### config.mk
export PLATFORM = sky130hd
export DESIGN_NAME = mem_arbiter
export DESIGN_NICKNAME = d
export VERILOG_FILES = /design/src/rtl/mem_arbiter.sv
export SDC_FILE = /design/constraint.sdc
export NUM_CORES = 1
export LEC_CHECK = 0
export BUFFER_PORTS_ARGS = -buffer_cell sky130_fd_sc_hd__buf_4
export CAP_MARGIN = 30
export CORE_AREA = 3 3 97 99
export CTS_CLUSTER_DIAMETER = 30
export DETAILED_ROUTE_END_ITERATION = 8
export DIE_AREA = 0 0 100 102
export PLACE_DENSITY = 0.57
export SETUP_SLACK_MARGIN = 0.2
export SKIP_LAST_GASP = 1
export SLEW_MARGIN = 20
export SYNTH_ARGS = -nofsm -noshare
export SYNTH_HDL_FRONTEND = slang
export SYNTH_SLANG_ARGS = --single-unit
### constraint.sdc
create_clock -name clk -period 2.5 [get_ports clk]
set_clock_uncertainty 0.1 [all_clocks]
set_input_delay 0.125 -clock clk [delete_from_list [all_inputs] [get_ports clk]]
set_output_delay 0.125 -clock clk [all_outputs]
set_load 0.01 [all_outputs]
### src/rtl/mem_arbiter.sv
// rtl/mem_arbiter.sv - single-port RAM arbiter between CPU fetch and data ports (optional MEM_ARBITER_STARVE_GUARD_EN)
module mem_arbiter #(
    parameter int ADDR_W   = 10,
    parameter int MAX_WAIT = 4
) (
    input  logic              clk,
    input  logic              rst_n,
    input  logic              if_req,
    input  logic [31:0]       if_addr,
    output logic              if_gnt,
    output logic              if_rvalid,
    output logic [31:0]       if_rdata,
    input  logic              d_req,
    input  logic [31:0]       d_addr,
    input  logic [3:0]        d_we,
    input  logic [31:0]       d_wdata,
    output logic              d_gnt,
    output logic              d_rvalid,
    output logic [31:0]       d_rdata,
    output logic              mem_en,
    output logic [ADDR_W-1:0] mem_addr,
    output logic [3:0]        mem_we,
    output logic [31:0]       mem_wdata,
    input  logic [31:0]       mem_rdata
);

    typedef enum logic [1:0] {
        OWN_NONE = 2'd0,
        OWN_IF   = 2'd1,
        OWN_D    = 2'd2
    } owner_t;

    owner_t rd_owner;
    owner_t rd_owner_nxt;
    logic   force_if;

    // Only the word-address bits reach the RAM; the rest alias.
    logic unused_addr_bits;
    assign unused_addr_bits = ^{if_addr[31:ADDR_W+2], if_addr[1:0],
                                d_addr[31:ADDR_W+2], d_addr[1:0]};

`ifdef MEM_ARBITER_STARVE_GUARD_EN
    localparam int WAIT_W = $clog2(MAX_WAIT + 1);
    logic [WAIT_W-1:0] wait_cnt;

    assign force_if = if_req && (wait_cnt == WAIT_W'(MAX_WAIT));

    // Count consecutive denied fetch cycles, saturating at MAX_WAIT.
    always_ff @(posedge clk or negedge rst_n) begin
        if (!rst_n) begin
            wait_cnt <= '0;
        end else if (!if_req || if_gnt) begin
            wait_cnt <= '0;
        end else if (wait_cnt != WAIT_W'(MAX_WAIT)) begin
            wait_cnt <= wait_cnt + WAIT_W'(1);
        end
    end
`else
    localparam int unused_max_wait = MAX_WAIT;
    assign force_if = 1'b0;
`endif

    // Grant: data wins unless the fetch port has been starved; nothing during reset.
    always_comb begin
        d_gnt  = 1'b0;
        if_gnt = 1'b0;
        if (rst_n) begin
            d_gnt  = d_req && !force_if;
            if_gnt = if_req && !d_gnt;
        end
    end

    // Drive the RAM from whichever port was granted; idle bus is all zero.
    always_comb begin
        mem_en    = 1'b0;
        mem_addr  = '0;
        mem_we    = 4'b0000;
        mem_wdata = 32'h0;
        if (d_gnt) begin
            mem_en    = 1'b1;
            mem_addr  = d_addr[ADDR_W+1:2];
            mem_we    = d_we;
            mem_wdata = d_wdata;
        end else if (if_gnt) begin
            mem_en    = 1'b1;
            mem_addr  = if_addr[ADDR_W+1:2];
            mem_wdata = d_wdata;
        end
    end

    // Next read owner: the granted read source, NONE for writes or idle.
    always_comb begin
        rd_owner_nxt = OWN_NONE;
        if (d_gnt && (d_we == 4'b0000)) begin
            rd_owner_nxt = OWN_D;
        end else if (if_gnt) begin
            rd_owner_nxt = OWN_IF;
        end
    end

    // Read-owner register; reset drops any in-flight read.
    always_ff @(posedge clk or negedge rst_n) begin
        if (!rst_n) begin
            rd_owner <= OWN_NONE;
        end else begin
            rd_owner <= rd_owner_nxt;
        end
    end

    assign if_rvalid = (rd_owner == OWN_IF);
    assign d_rvalid  = (rd_owner == OWN_D);
    assign if_rdata  = if_rvalid ? mem_rdata : 32'h0;
    assign d_rdata   = d_rvalid ? mem_rdata : 32'h0;

endmodule

==> summary.txt <==
Status
  – Outcome: completed

Place
  – Inst Count DP: 458
  – DPL Wire Length: 4524 um
  – Pre-CTS setup slack: 1.107 ns
  – RD Place Congestion: 0.6491
  – I/O Buffers: 206

Drt
  – Detail-routed via count per cell: 3.788
  – DR DRC count: 0
  – Final ANT Viol Nets: 0
  – DR pass1 iterations: 4
  – WL/cell: 11.38 um
  – Total Wirelength: 5257 um
  – Iter 0 DRT Violations: 35
  – Vias: 1,750

Pwr
  – Maximum VDD drop: 157.1 uV
  – Pwr Density: 178.1 nW/um2
  – Leakage power: 1.502 nW

Die
  – Die height: 102 um
  – Core area: 8636 um2
  – DIE WIDTH: 100 um
  – Rows: 34
  – Die ar.: 10,200 um2
  – # IOs: 251
  – Initial Util: 11.30%

Hold path
  – Hold WC Path Type: primary input to flip-flop

Finish
  – Layout Cells excl Fill: 462
  – Layout cell share with drive strength beyond 1: 60.17%
  – Layout fillers: 923
  – Antenna cells: 0
  – Final net count: 492
  – Area of the multi-input gates: 833.3 um2
  – Max reg flops: 2
  – Register area: 50.05 um2
  – Leading registers by flop count: rd_owner x2
  – Synth-to-layout area growth: 170.0%
  – Biggest register: rd_owner

Worst setup path
  – Slowest library cell on the worst path: dlygate4sd3_1
  – Critical Path AT: 1.61 ns
  – Cell mode on critical path: buf_4
  – Crit path max-delay family: buffers and inverters
  – Worst stage delay on the critical path: 0.54 ns
  – Critical Path Fanout Max: 33
  – CP Launch Type: primary input
  – Crit path kind: primary input to output pin
  – CP required: 2.28 ns
  – Crit path buf inv count: 3
  – Worst-path cell chain: dlygate4sd3_1, buf_4, o21a_4, and2_1, buf_4
  – CP Capture Type: output pin

Clocking
  – Longest Clk Path Bufs: 2
  – CTS tree: built
  – CTS Buf Count: 3
  – Clock Sinks: 2
  – H-tree levels: 1
  – Clk pin slew, worst setup/hold paths: 0.03 ns
  – Post-CTS Setup Inserts: 0
  – CTS root buf: clkbuf_8
  – Resized Gates After CTS: 0

Yosys
  – Synthesized net count: 292
  – Post-synthesis cell type count: 15
  – Leading area contributor after synthesis: and2_1
  – Avg Synthesized Cell Area: 6.256 um2
  – Adder-Cell Fraction of Synth Area: 0%
  – Simple-gate area share of the yosys netlist: 78.72%
  – Post-synthesis compound-gate area fraction: 6.667%
  – Syn. warnings: 0
  – Post-synthesis mux area share: 0%
  – Post-synthesis cell area: 975.9 um2
  – Post-synthesis xor/xnor area fraction: 0%
  – Post-Synthesis Cells: 156
  – Sequential area share after synthesis: 5.128%
  – FF+latch count, synth: 2
  – Share of the synthesized area in the top cell type: 62.82%
  – Main combinational cell family by area after synthesis: simple AND/OR/NAND/NOR gates
  – Area contributors post-synth: and2_1 (63%), dfrtp_1 (5.1%), nand3_1 (5.1%)

GRT
  – First-pass GRT wire length: 7293 um
  – Grt ovf: 0
  – Vias in the first global route: 1,566
  – M1 GR Usage: 8.883%
  – Largest net degree at the start of global routing: 34
  – Overall global routing resource usage: 8.806%
  – Initial antenna violation count: 0
  – Most used routing layer: met2
  – Met3 usage: 3.754%
  – Grt met2 use: 16.88%

STA
  – Tcrit/Tclk final: 73.26%
  – Final TNS setup: 0 ns
  – Slew HR: 73.97%
  – Actual slew at the worst max-slew pin: 0.3869 ns
  – Min cycle time layout: 1.831 ns
  – Endpoints failing setup: 0
  – Max Transition Viols Final: 0
  – Setup ws final: 0.6686 ns
  – Unrepaired setup endpoints after global routing: no
  – F_max: 0.5460 GHz
  – Final Hold Vio Count: 0

Run
  – Max-cap violation count: 0
## path summary, 6_finish.rpt
| check | endpoint | cells after the start | from |
|---|---|---|---|
| setup / recovery | mem_wdata[20] | 5 | rst_n |
| max in group asynchronous | rd_owner[0] | 2 | rst_n |
| min in group asynchronous | rd_owner[1] | 2 | rst_n |
| hold / removal | rd_owner[1] | 3 | d_we[2] |
## cell usage in the layout, fill, tap and decap left out, drive strengths merged
master	netlist	routed
nor4	1	1
clkbuf	4	3
buf	10	208
inv	1	1
and2	98	98
o21a	1	1
nand2	10	10
nor2	2	2
o21ai	10	10
and2b	2	2
nand2b	1	1
nand3	10	10
dfrtp	2	2
dlygate4sd3	0	1
and3	4	4
## cell families after synthesis
kind of cell           after synthesis
AO/OA/AOI/OAI                       11
AND/OR/NAND/NOR                    128
buffers and inverters               15
flip-flops                           2
## what timing repair did
action                                  CTS  global route
endpoints found under the hold margin     2             0
endpoints found under the setup margin    0             0
hold buffers                              1             0
## layout make-up
| cell class | count | area share [%] |
|---|---|---|
| tap | 108 | 5.128 |
| clock buffer | 3 | 1.567 |
| timing repair buffer | 209 | 59.64 |
| inverter | 1 | 0.1424 |
| sequential | 2 | 1.899 |
| multi-input combinational | 139 | 31.62 |
## cell usage after synthesis, drive strengths merged
cell type	number
and2	98
buf	10
nand2	10
nand3	10
o21ai	10
and3	4
clkbuf	4
and2b	2
dfrtp	2
nor2	2
inv	1
nand2b	1
nor4	1
o21a	1
## metal layers
metal,wire [um],vias to the layer above
met5,0,-
met4,25,0
met3,865,2
met2,2700,147
met1,1666,722
li1,-,879
## where the power goes
group	internal (mW)	leakage (nW)	total [mW]	switching (mW)
logic	0.192	1.45	0.310	0.118
registers	0.0334	0.0274	0.0337	0.000247
clock network	0.102	0.0216	0.126	0.0243
## stage by stage
stage	cell area, um2	power, mW	util [%]	hold WS (ns)
6_report	2635	0.4692	30.51	0.1562
4_1_cts	2635	0.4826	30.51	0.1582
3_5_place_dp	2584	0.3477	29.92	-0.06897
5_1_grt	2635	0.5105	30.51	0.1587
3_3_place_gp	2584	0.3442	29.92	-0.07745
2_1_floorplan	975.9	0.1418	-	-0.2706
Note: power is estimated with default switching activity, not from simulation.
